**config.mk**
```make
export PLATFORM = sky130hd
export DESIGN_NAME = apb_master_bridge
export DESIGN_NICKNAME = d
export VERILOG_FILES = /design/src/rtl/apb_master_bridge.sv
export SDC_FILE = /design/constraint.sdc
export NUM_CORES = 1
export LEC_CHECK = 0
export CELL_PAD_IN_SITES_DETAIL_PLACEMENT = 0
export CELL_PAD_IN_SITES_GLOBAL_PLACEMENT = 2
export CORE_AREA = 3 3 148 150
export CTS_CLUSTER_DIAMETER = 50
export DETAILED_ROUTE_END_ITERATION = 6
export DIE_AREA = 0 0 151 153
export PLACE_DENSITY = 0.81
export SLEW_MARGIN = 5
export SYNTH_ARGS = -nofsm -noshare
export SYNTH_HDL_FRONTEND = slang
export SYNTH_SLANG_ARGS = --single-unit
```
**constraint.sdc**
```tcl
create_clock -name pclk -period 1.46 [get_ports pclk]
set_input_delay 0.292 -clock pclk [delete_from_list [all_inputs] [get_ports pclk]]
set_output_delay 0.292 -clock pclk [all_outputs]
set_load 0.005 [all_outputs]
```
**src/rtl/apb_master_bridge.sv**
```systemverilog
// APB3 master bridge: turns single-beat valid/ready commands into SETUP/ACCESS transfers.
// Optional macro APB_TIMEOUT_EN bounds ACCESS wait states and reports a timeout through resp_err.
module apb_master_bridge #(
    parameter int unsigned ADDR_W         = 32,
    parameter int unsigned DATA_W         = 32,
    parameter int unsigned TIMEOUT_CYCLES = 16
) (
    input  logic              pclk,
    input  logic              presetn,
    input  logic              req_valid,
    output logic              req_ready,
    input  logic              req_write,
    input  logic [ADDR_W-1:0] req_addr,
    input  logic [DATA_W-1:0] req_wdata,
    output logic              resp_valid,
    input  logic              resp_ready,
    output logic [DATA_W-1:0] resp_rdata,
    output logic              resp_err,
    output logic              psel,
    output logic              penable,
    output logic              pwrite,
    output logic [ADDR_W-1:0] paddr,
    output logic [DATA_W-1:0] pwdata,
    input  logic [DATA_W-1:0] prdata,
    input  logic              pready
);

    typedef enum logic [1:0] {
        IDLE   = 2'd0,
        SETUP  = 2'd1,
        ACCESS = 2'd2,
        RESP   = 2'd3
    } state_e;

    state_e            state_q, state_d;
    logic              req_ready_q, req_ready_d;
    logic              resp_valid_q, resp_valid_d;
    logic [DATA_W-1:0] resp_rdata_q, resp_rdata_d;
    logic              psel_q, psel_d;
    logic              penable_q, penable_d;
    logic              pwrite_q, pwrite_d;
    logic [ADDR_W-1:0] paddr_q, paddr_d;
    logic [DATA_W-1:0] pwdata_q, pwdata_d;

`ifdef APB_TIMEOUT_EN
    localparam int unsigned CNT_W = 16;
    localparam logic [CNT_W-1:0] WAIT_LAST = CNT_W'(TIMEOUT_CYCLES - 1);

    logic [CNT_W-1:0] wait_cnt_q, wait_cnt_d;
    logic             resp_err_q, resp_err_d;
`else
    // Wait-state limit only matters when the timeout counter is built.
    if (TIMEOUT_CYCLES == 0) begin : g_timeout_unused
    end
`endif

    // Next-state and registered-output computation.
    always_comb begin
        state_d      = state_q;
        req_ready_d  = req_ready_q;
        resp_valid_d = resp_valid_q;
        resp_rdata_d = resp_rdata_q;
        psel_d       = psel_q;
        penable_d    = penable_q;
        pwrite_d     = pwrite_q;
        paddr_d      = paddr_q;
        pwdata_d     = pwdata_q;
`ifdef APB_TIMEOUT_EN
        wait_cnt_d   = wait_cnt_q;
        resp_err_d   = resp_err_q;
`endif

        case (state_q)
            IDLE: begin
                req_ready_d = 1'b1;
                if (req_valid && req_ready_q) begin
                    pwrite_d    = req_write;
                    paddr_d     = req_addr;
                    pwdata_d    = req_wdata;
                    psel_d      = 1'b1;
                    penable_d   = 1'b0;
                    req_ready_d = 1'b0;
                    state_d     = SETUP;
                end
            end
            SETUP: begin
                penable_d = 1'b1;
                state_d   = ACCESS;
`ifdef APB_TIMEOUT_EN
                wait_cnt_d = '0;
`endif
            end
            ACCESS: begin
                // A ready slave on the limit cycle still completes normally.
                if (pready) begin
                    psel_d       = 1'b0;
                    penable_d    = 1'b0;
                    resp_rdata_d = pwrite_q ? '0 : prdata;
                    resp_valid_d = 1'b1;
                    state_d      = RESP;
`ifdef APB_TIMEOUT_EN
                    resp_err_d   = 1'b0;
`endif
                end
`ifdef APB_TIMEOUT_EN
                else if (wait_cnt_q == WAIT_LAST) begin
                    psel_d       = 1'b0;
                    penable_d    = 1'b0;
                    resp_rdata_d = '0;
                    resp_err_d   = 1'b1;
                    resp_valid_d = 1'b1;
                    state_d      = RESP;
                end else begin
                    wait_cnt_d = wait_cnt_q + CNT_W'(1);
                end
`endif
            end
            RESP: begin
                if (resp_ready) begin
                    resp_valid_d = 1'b0;
                    req_ready_d  = 1'b1;
                    state_d      = IDLE;
                end
            end
            default: begin
                state_d = IDLE;
            end
        endcase
    end

    // State and output registers.
    always_ff @(posedge pclk) begin
        if (!presetn) begin
            state_q      <= IDLE;
            req_ready_q  <= 1'b1;
            resp_valid_q <= 1'b0;
            resp_rdata_q <= '0;
            psel_q       <= 1'b0;
            penable_q    <= 1'b0;
            pwrite_q     <= 1'b0;
            paddr_q      <= '0;
            pwdata_q     <= '0;
`ifdef APB_TIMEOUT_EN
            wait_cnt_q   <= '0;
            resp_err_q   <= 1'b0;
`endif
        end else begin
            state_q      <= state_d;
            req_ready_q  <= req_ready_d;
            resp_valid_q <= resp_valid_d;
            resp_rdata_q <= resp_rdata_d;
            psel_q       <= psel_d;
            penable_q    <= penable_d;
            pwrite_q     <= pwrite_d;
            paddr_q      <= paddr_d;
            pwdata_q     <= pwdata_d;
`ifdef APB_TIMEOUT_EN
            wait_cnt_q   <= wait_cnt_d;
            resp_err_q   <= resp_err_d;
`endif
        end
    end

    assign req_ready  = req_ready_q;
    assign resp_valid = resp_valid_q;
    assign resp_rdata = resp_rdata_q;
    assign psel       = psel_q;
    assign penable    = penable_q;
    assign pwrite     = pwrite_q;
    assign paddr      = paddr_q;
    assign pwdata     = pwdata_q;
`ifdef APB_TIMEOUT_EN
    assign resp_err   = resp_err_q;
`else
    assign resp_err   = 1'b0;
`endif

endmodule
```
-- After elaboration in Yosys (flattened, before gate mapping)
Cells that the tools add are included.
- latch bits: 0
- output and inout bits: 102
- word-level logic and storage cells: 44
- memories: 0
- bits in read-only memories: 0
- register bits after elaboration: 103
- memory bits (writable): 0
- multipliers: 0
- reductions and logical operators: 13
- equality and inequality tests: 6
- order comparisons: 0
- divide/modulo/power cells: 0
- shift-type cells: 0
- mux-type cells: 16
- bitwise gates (word level): 0
- $add $sub $neg: 0
- operator list (operator ; number):
    $mux 32 ; 1
    $reduce_and 3->1 ; 4
    $pmux 2 s4 ; 1
    $mux 1 ; 7
    $mux 2 ; 3
    $ne 2x2->1 const B ; 3
    $pmux 1 s2 ; 3
    $reduce_and 2->1 ; 3
    $reduce_bool 2->1 ; 3
    $eq 2x2->1 const B ; 2
    $pmux 1 s3 ; 1
    $reduce_bool 3->1 ; 1
    $eq 2x1->1 const B ; 1
    $logic_not 2->1 ; 1
    $logic_and 1x1->1 ; 1

-- Depth between registers and ports, before layout
Gate-level depths: netlist of run 1.
- depth in word-level cells: 3
- depth in mapped cells: 7

-- Worst setup path after synthesis of run 1
Ideal clock, no wire load.
- kind: register -> register
- start: register state_q[0]
- end: register penable_q (netlist: penable)
- setup slack: 0.007 ns
- clock period less this slack: 1.453 ns
- cell stages (with the launch flop): 7
- required time: 1.325 ns
- arrival time: 1.318 ns
- cell sequence: dfxtp_1 -> inv_1 -> ha_1 -> buf_2 -> nor2b_1 -> o311ai_0 -> o41ai_1
- cells in the longest elaborated chain, start to end: 3
- elaborated cells between the ends (all ways): 8
- classes of those cells: 4 x eq/ne; 1 x mux; 3 x reduce/logical
- ends and longest elaborated chain (item ; line ; RTL):
    from (decl) ; 35 ; state_e state_q, state_d;
    from (signal assigned) ; 148 ; state_q <= state_d;
    $eq 2x2->1, or another cell as far along ; 73 ; case (state_q)
    $ne 2x2->1 (no source line) or $reduce_bool 3->1 (tied branches) ; - ;
    $reduce_and 3->1 (no source line) ; - ;
    to (signal assigned) ; 153 ; penable_q <= penable_d;
    to (decl) ; 40 ; logic penable_q, penable_d;
Several ways; a longest one is shown, not always the timed one.
A chain may end at the register's enable or synchronous reset.

-- Worst setup path after layout of run 1
- start: register state_q[0]
- end: register pwdata_q[18] (netlist: pwdata[18])
- cells in the longest elaborated chain, start to end: 2
- ends and longest elaborated chain (item ; line ; RTL):
    $logic_not 2->1 ; 73 ;
    $reduce_and 2->1 (no source line) ; - ;
    to (signal assigned) ; 156 ; pwdata_q <= pwdata_d;
    to (decl) ; 43 ; logic [DATA_W-1:0] pwdata_q, pwdata_d;
Every way passes these cells.

==> results of run 1 <==
-- cell families (layout without fill, tap and decap cells) --
| family | after synthesis | count (layout) | share of synthesized area |
|---|---|---|---|
| and+or+nand+nor | 208 | 208 | 0.225 |
| other | 1 | 2 | 0.000872 |
| adders and majority gates | 7 | 7 | 0.0204 |
| muxes | 4 | 4 | 0.00989 |
| buffers and inverters | 43 | 255 | 0.0559 |
| AOI/OAI and AO/OA | 105 | 105 | 0.209 |
| DFF | 103 | 103 | 0.479 |
-- power groups by stage --
stage,Sequential (mW),Clock [mW],Combinational (mW)
global placement,3.67,0,3.34
floorplan,3.71,0,1.43
finish,3.62,2.41,3.53
CTS,3.62,2.54,3.21
detailed placement,3.67,0,3.35
global route,3.69,2.62,3.89
-- registers in the layout, summed over array words and instances (netlist names) --
register / count
psel: 1
resp_valid: 1
resp_rdata: 32
req_ready: 1
pwrite: 1
paddr: 32
pwdata: 32
penable: 1
state_q: 2
-- worst max-delay path, delay by kind of cell (launching register included) --
kind | cells | cell delay, ns
and+or+nand+nor | 2 | 0.34
DFF | 1 | 0.34
AOI/OAI and AO/OA | 1 | 0.13
buffers and inverters | 2 | 0.40
adders and majority gates | 1 | 0.15
-- synth_stat cells, drive strengths merged --
cell type / instances
nand2: 169
dfxtp: 103
a21boi: 98
nand4b: 32
buf: 30
clkbuf: 10
ha: 7
inv: 3
nor2b: 3
mux2: 2
mux2i: 2
o21ai: 2
o22ai: 2
a32o: 1
and3: 1
conb: 1
nand3: 1
nor2: 1
nor3: 1
o311ai: 1
o41ai: 1
-- cell type report --
class,count,area (µm²),area share
Multi-Input combinational cell,325,2040,0.284
Clock buffer,10,239,0.0333
Antenna cell,1,2.50,0.000349
Timing Repair Buffer,236,2390,0.333
Sequential cell,103,2090,0.291
Clock inverter,6,53.8,0.00750
Inverter,3,13.8,0.00192
Tap cell,275,344,0.0479
-- per-stage QoR --
stage / utilization / hold WS (ns) / worst slack (ns) / power [mW]
3_3_place_gp: 0.324 / 0.439 / -0.101 / 7.01
3_5_place_dp: 0.324 / 0.441 / -0.164 / 7.03
6_report: 0.345 / 0.393 / 0.0358 / 9.55
2_1_floorplan: - / 0.427 / 0.00739 / 5.15
5_1_grt: 0.345 / 0.415 / -0.0492 / 10.2
4_1_cts: 0.336 / 0.389 / 0.0146 / 9.37
-- what timing repair did --
| item | in CTS | in global routing |
|---|---|---|
| cloned | 1 | 5 |
| gates resized for setup | 126 | 32 |
| hold buffers | 0 | 0 |
| setup endpoints to repair | 146 | 63 |
| hold endpoints to repair | 0 | 0 |
| buffers inserted | 1 | 2 |
| pin swaps | 1 | 3 |
-- how the worst max path moves through the flow --
stage,from,to,slack (ns)
4_1_cts,state_q[0]$_SDFFE_PN0P_,paddr[23]$_SDFFE_PN0P_,0.01
5_1_grt,state_q[1]$_SDFFE_PN0P_,paddr[30]$_SDFFE_PN0P_,-0.05
6_report,state_q[0]$_SDFFE_PN0P_,pwdata[18]$_SDFFE_PN0P_,0.04
3_5_place_dp,req_valid,paddr[16]$_SDFFE_PN0P_,-0.16
2_1_floorplan,state_q[0]$_SDFFE_PN0P_,penable$_SDFFE_PN0P_,0.007
3_3_place_gp,req_valid,pwdata[5]$_SDFFE_PN0P_,-0.10
-- routing by layer --
metal,global-route usage,vias to the layer above,wire length [µm]
met5,0,-,0
met4,0.0298,0,157
met3,0.0371,11,1060
met2,0.192,124,6760
met1,0.164,1837,6930
li1,-,1991,-
==> results.py, run 1 <==
metrics = {
    "run_status": {
        "outcome": "completed",
    },
    "clock_network": {
        "cts_made_buffers": 9,
        "clock-sinks": 103,
        "cts_tree": "done",
        "clk_latency_ns": 0.35,
        "clkSlewWorstSetupHoldPaths_ns": 0.08,
        "cts_buffer_depth": 2,
        "clock-root-buffer": "clkbuf_16",
        "htreeDepth": 3,
    },
    "sta": {
        "fin_crit_ns": 1.42,
        "drv_slew": 0,
        "max_freq_mhz": 702,
        "timing.final.crit_share": 0.975,
        "final.setup.tns_ns": 0,
        "final-setup-viol-count": 0,
        "rsz0062_at_grt": "true",
        "final.setup_skew_ns": 0.00670,
        "hold_viol_final": 0,
    },
    "die": {
        "rows": 53,
        "die_y_um": 153,
        "coreArea_um2": 20800,
        "dieArea_um2": 23100,
        "fp.dieW_um": 151,
        "initial_core_util": 0.207,
        "io_pins": 204,
    },
    "critical_path": {
        "timing.rr.end": "pwdata[18]$_SDFFE_PN0P_",
        "endpoint_kind": "register",
        "crit_chain": "inv_4 -> ha_4 -> and3_4 -> bufbuf_16 -> nand2_1 -> a21boi_2",
        "reg2reg_setup_slack_ns": 0.04,
        "worst_path_max_delay_cell": "dfxtp_2",
        "required_ns": 1.74,
        "rr_worst_depth": 6,
        "critPathArrivalTime_ns": 1.71,
        "critPathMaxStageDelay_ns": 0.34,
        "crit-reg2reg-launch": "state_q[0]$_SDFFE_PN0P_",
        "cp_max_fo": 22,
        "path_class": "reg -> reg",
        "startpoint_type": "register",
    },
    "final_layout": {
        "final_common_cell": "nand2_1",
        "nets": 787,
        "final_cells": 959,
        "drive_above_1_share": 0.174,
        "syn_to_final_growth_pct": 66.9,
        "postLayoutCellArea_um2": 7180,
        "fill_cells": 2210,
        "final_cell_mix": "nand2_1, dlygate4sd2_1, clkdlybuf4s50_1",
    },
    "power_and_ir_drop": {
        "p_comb_frac": 0.369,
        "seq_power_share": 0.379,
        "power_density_nw_per_um2": 1330,
        "p_leak_nw": 3.00,
        "switching_share": 0.324,
        "power.internal_mw": 6.46,
        "ir_drop_mv": 0.753,
        "p_switching_mw": 3.09,
        "pwr-share-clk": 0.252,
    },
    "placement": {
        "io_buffers": 202,
        "dp_hpwl_um": 9680,
        "dp.cells": 933,
        "placed_cell_area_um2": 6740,
        "place_congestion": 0.699,
    },
    "routing": {
        "drtPass1Iterations": 4,
        "drt-total-wl_um": 14900,
        "avgRoutedWirePerCell_um": 15.5,
        "drt_iter0_markers": 149,
        "routed_via_density": 4.13,
        "ant_nets": 0,
        "vias": 3963,
        "drc_errors": 0,
    },
    "global_route": {
        "antenna_found_initial": 0,
        "grt-ovfl-total": 0,
        "first_global_vias": 3936,
        "grt.total_usage": 0.122,
        "grt_pass1_wl_um": 22000,
        "grt_start_max_net_pins": 51,
    },
    "logic_synthesis": {
        "syn_inst": 471,
        "syn_nets": 580,
        "synth_cell_types": 26,
        "yosysTopAreaCell": "dfxtp_1",
        "avgSynthCellArea_um2": 9.13,
        "synth-seq-cells": 103,
        "syn_area_um2": 4300,
        "synth_warnings": 0,
        "synth.yosys.seq_area_share": 0.479,
        "ys_top_cells_by_area": "dfxtp_1, nand2_1, a21boi_2",
        "synth_top_cell_area_share": 0.479,
    },
    "min_path": {
        "hold_start": "presetn",
        "whs_endpoint": "psel$_SDFFE_PN0P_",
        "hold_depth": 3,
        "hold_class": "in -> reg",
    },
    "flow_run": {
        "cap_violations": 0,
    },
}
(Power assumes the default switching activity.)
==> inputs of run 2 (changes only) <==
--- a/constraint.sdc
+++ b/constraint.sdc
@@ -3,2 +3,2 @@
 set_output_delay 0.292 -clock pclk [all_outputs]
-set_load 0.005 [all_outputs]
+set_load 0.05 [all_outputs]
==> run 2 against run 1 <==
Against the previous run:
- final cell count shrank 0.94%
- clock-buffer cell count is the same
- worst setup slack gained 0.049 ns
- sequential power grew 7.7%
- critical endpoint is now pwrite
- largest power group is now combinational cells
- highest routed layer is now met5
==> results.py, run 2 (same netlist as run 1, synthesis figures left out) <==
metrics = {
    "run_status": {
        "outcome": "completed",
    },
    "clock_network": {
        "htreeDepth": 3,
        "clock-sinks": 103,
        "cts_made_buffers": 9,
        "post_cts_buffers": 0,
        "cts_buffer_depth": 2,
        "clock-root-buffer": "clkbuf_16",
        "clk_latency_ns": 0.35,
        "postCtsHoldBufs": 0,
        "cts_tree": "done",
        "clkSlewWorstSetupHoldPaths_ns": 0.07,
    },
    "placement": {
        "io_buffers": 202,
        "dp_hpwl_um": 9860,
        "place_congestion": 0.700,
    },
    "final_layout": {
        "seq_area_um2": 2060,
        "postLayoutCoreUtil": 0.391,
        "final_cell_mix": "nand2_1, buf_12, dfxtp_1",
        "nets": 780,
        "fill_cells": 2033,
        "drive_above_1_share": 0.279,
        "final_common_cell": "nand2_1",
        "multi_input_area_um2": 2030,
        "syn_to_final_growth_pct": 89.4,
    },
    "min_path": {
        "hold_depth": 3,
        "hold_class": "in -> reg",
    },
    "die": {
        "initial_core_util": 0.207,
        "coreArea_um2": 20800,
        "io_pins": 204,
        "die_y_um": 153,
        "fp.dieW_um": 151,
        "dieArea_um2": 23100,
        "rows": 53,
    },
    "sta": {
        "final.setup.tns_ns": 0,
        "timing.final.crit_share": 0.942,
        "max_freq_mhz": 727,
        "hold_viol_final": 0,
        "fin_crit_ns": 1.38,
        "rsz0062_at_grt": "false",
        "final.setup_skew_ns": 0.00901,
        "drv_slew": 0,
        "final-setup-viol-count": 0,
    },
    "global_route": {
        "grt-ovfl-total": 0,
        "grt_start_max_net_pins": 49,
        "antenna_found_initial": 1,
        "first_global_vias": 3857,
        "grt.total_usage": 0.118,
        "grt_pass1_wl_um": 21400,
    },
    "critical_path": {
        "path_class": "reg -> out",
        "worst_path_max_delay_cell": "dfxtp_1",
        "rr_worst_depth": 5,
        "critPathArrivalTime_ns": 1.08,
        "startpoint_type": "register",
        "required_ns": 1.17,
        "endpoint_kind": "output port",
        "cp_max_fo": 26,
        "crit_chain": "buf_6 -> buf_12",
        "critPathMaxStageDelay_ns": 0.34,
    },
    "power_and_ir_drop": {
        "ir_drop_mv": 1.15,
        "p_leak_nw": 2.98,
        "power_density_nw_per_um2": 1580,
        "power.total_mw": 12.8,
    },
    "routing": {
        "drt_iter0_markers": 86,
        "drtPass1Iterations": 6,
        "ant_nets": 0,
        "drt-total-wl_um": 14100,
        "vias": 3914,
        "routed_via_density": 4.12,
        "avgRoutedWirePerCell_um": 14.9,
        "drc_errors": 0,
    },
    "flow_run": {
        "cap_violations": 0,
    },
}
[run 2: changes by cell type in the layout (fill, tap and decap cells not counted), moves of 15 or more]
| cell | before | now |
|---|---|---|
| buf_12 | 8 | 109 |
| a21boi_1 | 40 | 25 |
| dlygate4sd2_1 | 101 | 0 |
| dfxtp_2 | 24 | 2 |
| dfxtp_1 | 79 | 101 |
| a21boi_0 | 27 | 42 |
[run 2: metrics by stage]
stage / hold WS, ns / instances / setup WS, ns / area [µm²]
after floorplan: 0.427 / 471 / 0.00737 / 4300
after global placement: 0.476 / 934 / -0.110 / 7740
after detailed placement: 0.480 / 934 / -0.145 / 7740
after CTS: 0.351 / 948 / 0.00486 / 8090
after global routing: 0.386 / 949 / 0.00387 / 8140
final: 0.351 / 950 / 0.0844 / 8150
[run 2: critical path, delay by kind of cell, from the launching register on]
family	cells	cell delay [ns]
flops	1	0.34
buf+inv	2	0.38
[run 2: layout make-up]
class / instances / share of cell area
multi-input combinational: 325 / 0.249
timing repair buffer: 229 / 0.412
sequential: 103 / 0.253
antenna: 1 / 0.000307
inverter: 3 / 0.00169
clock buffer: 10 / 0.0293
tap: 275 / 0.0422
clock inverter: 4 / 0.0117
[run 2: repair_timing]
action / 4_1_cts / 5_1_grt
cloned: 0 / 1
resized for setup: 2 / 14
pin swaps: 0 / 1
setup endpoints to repair: 46 / 80
[run 2: final timing paths]
kind                                         startpoint                      end  slack (ns)
worst max-delay path                pwrite$_SDFFE_PN0P_                   pwrite        0.08
worst min-delay path                            presetn  state_q[0]$_SDFFE_PN0P_        0.35
worst max register to register  state_q[0]$_SDFFE_PN0P_  state_q[0]$_SDFFE_PN0P_        0.09
worst min register to register  state_q[1]$_SDFFE_PN0P_  state_q[1]$_SDFFE_PN0P_        0.48
[run 2: power breakdown]
part	leakage (nW)	internal, mW	switching, mW
Sequential	0.841	3.34	0.558
Clock	0.164	1.70	1.08
Combinational	1.97	2.94	3.22
[run 2: metal layers]
metal | track usage | vias to the layer above | routed length (µm)
li1 | - | 1972 | -
met1 | 0.160 | 1797 | 6580
met2 | 0.180 | 129 | 6270
met3 | 0.0347 | 14 | 1060
met4 | 0.0402 | 2 | 194
met5 | 0 | - | 13
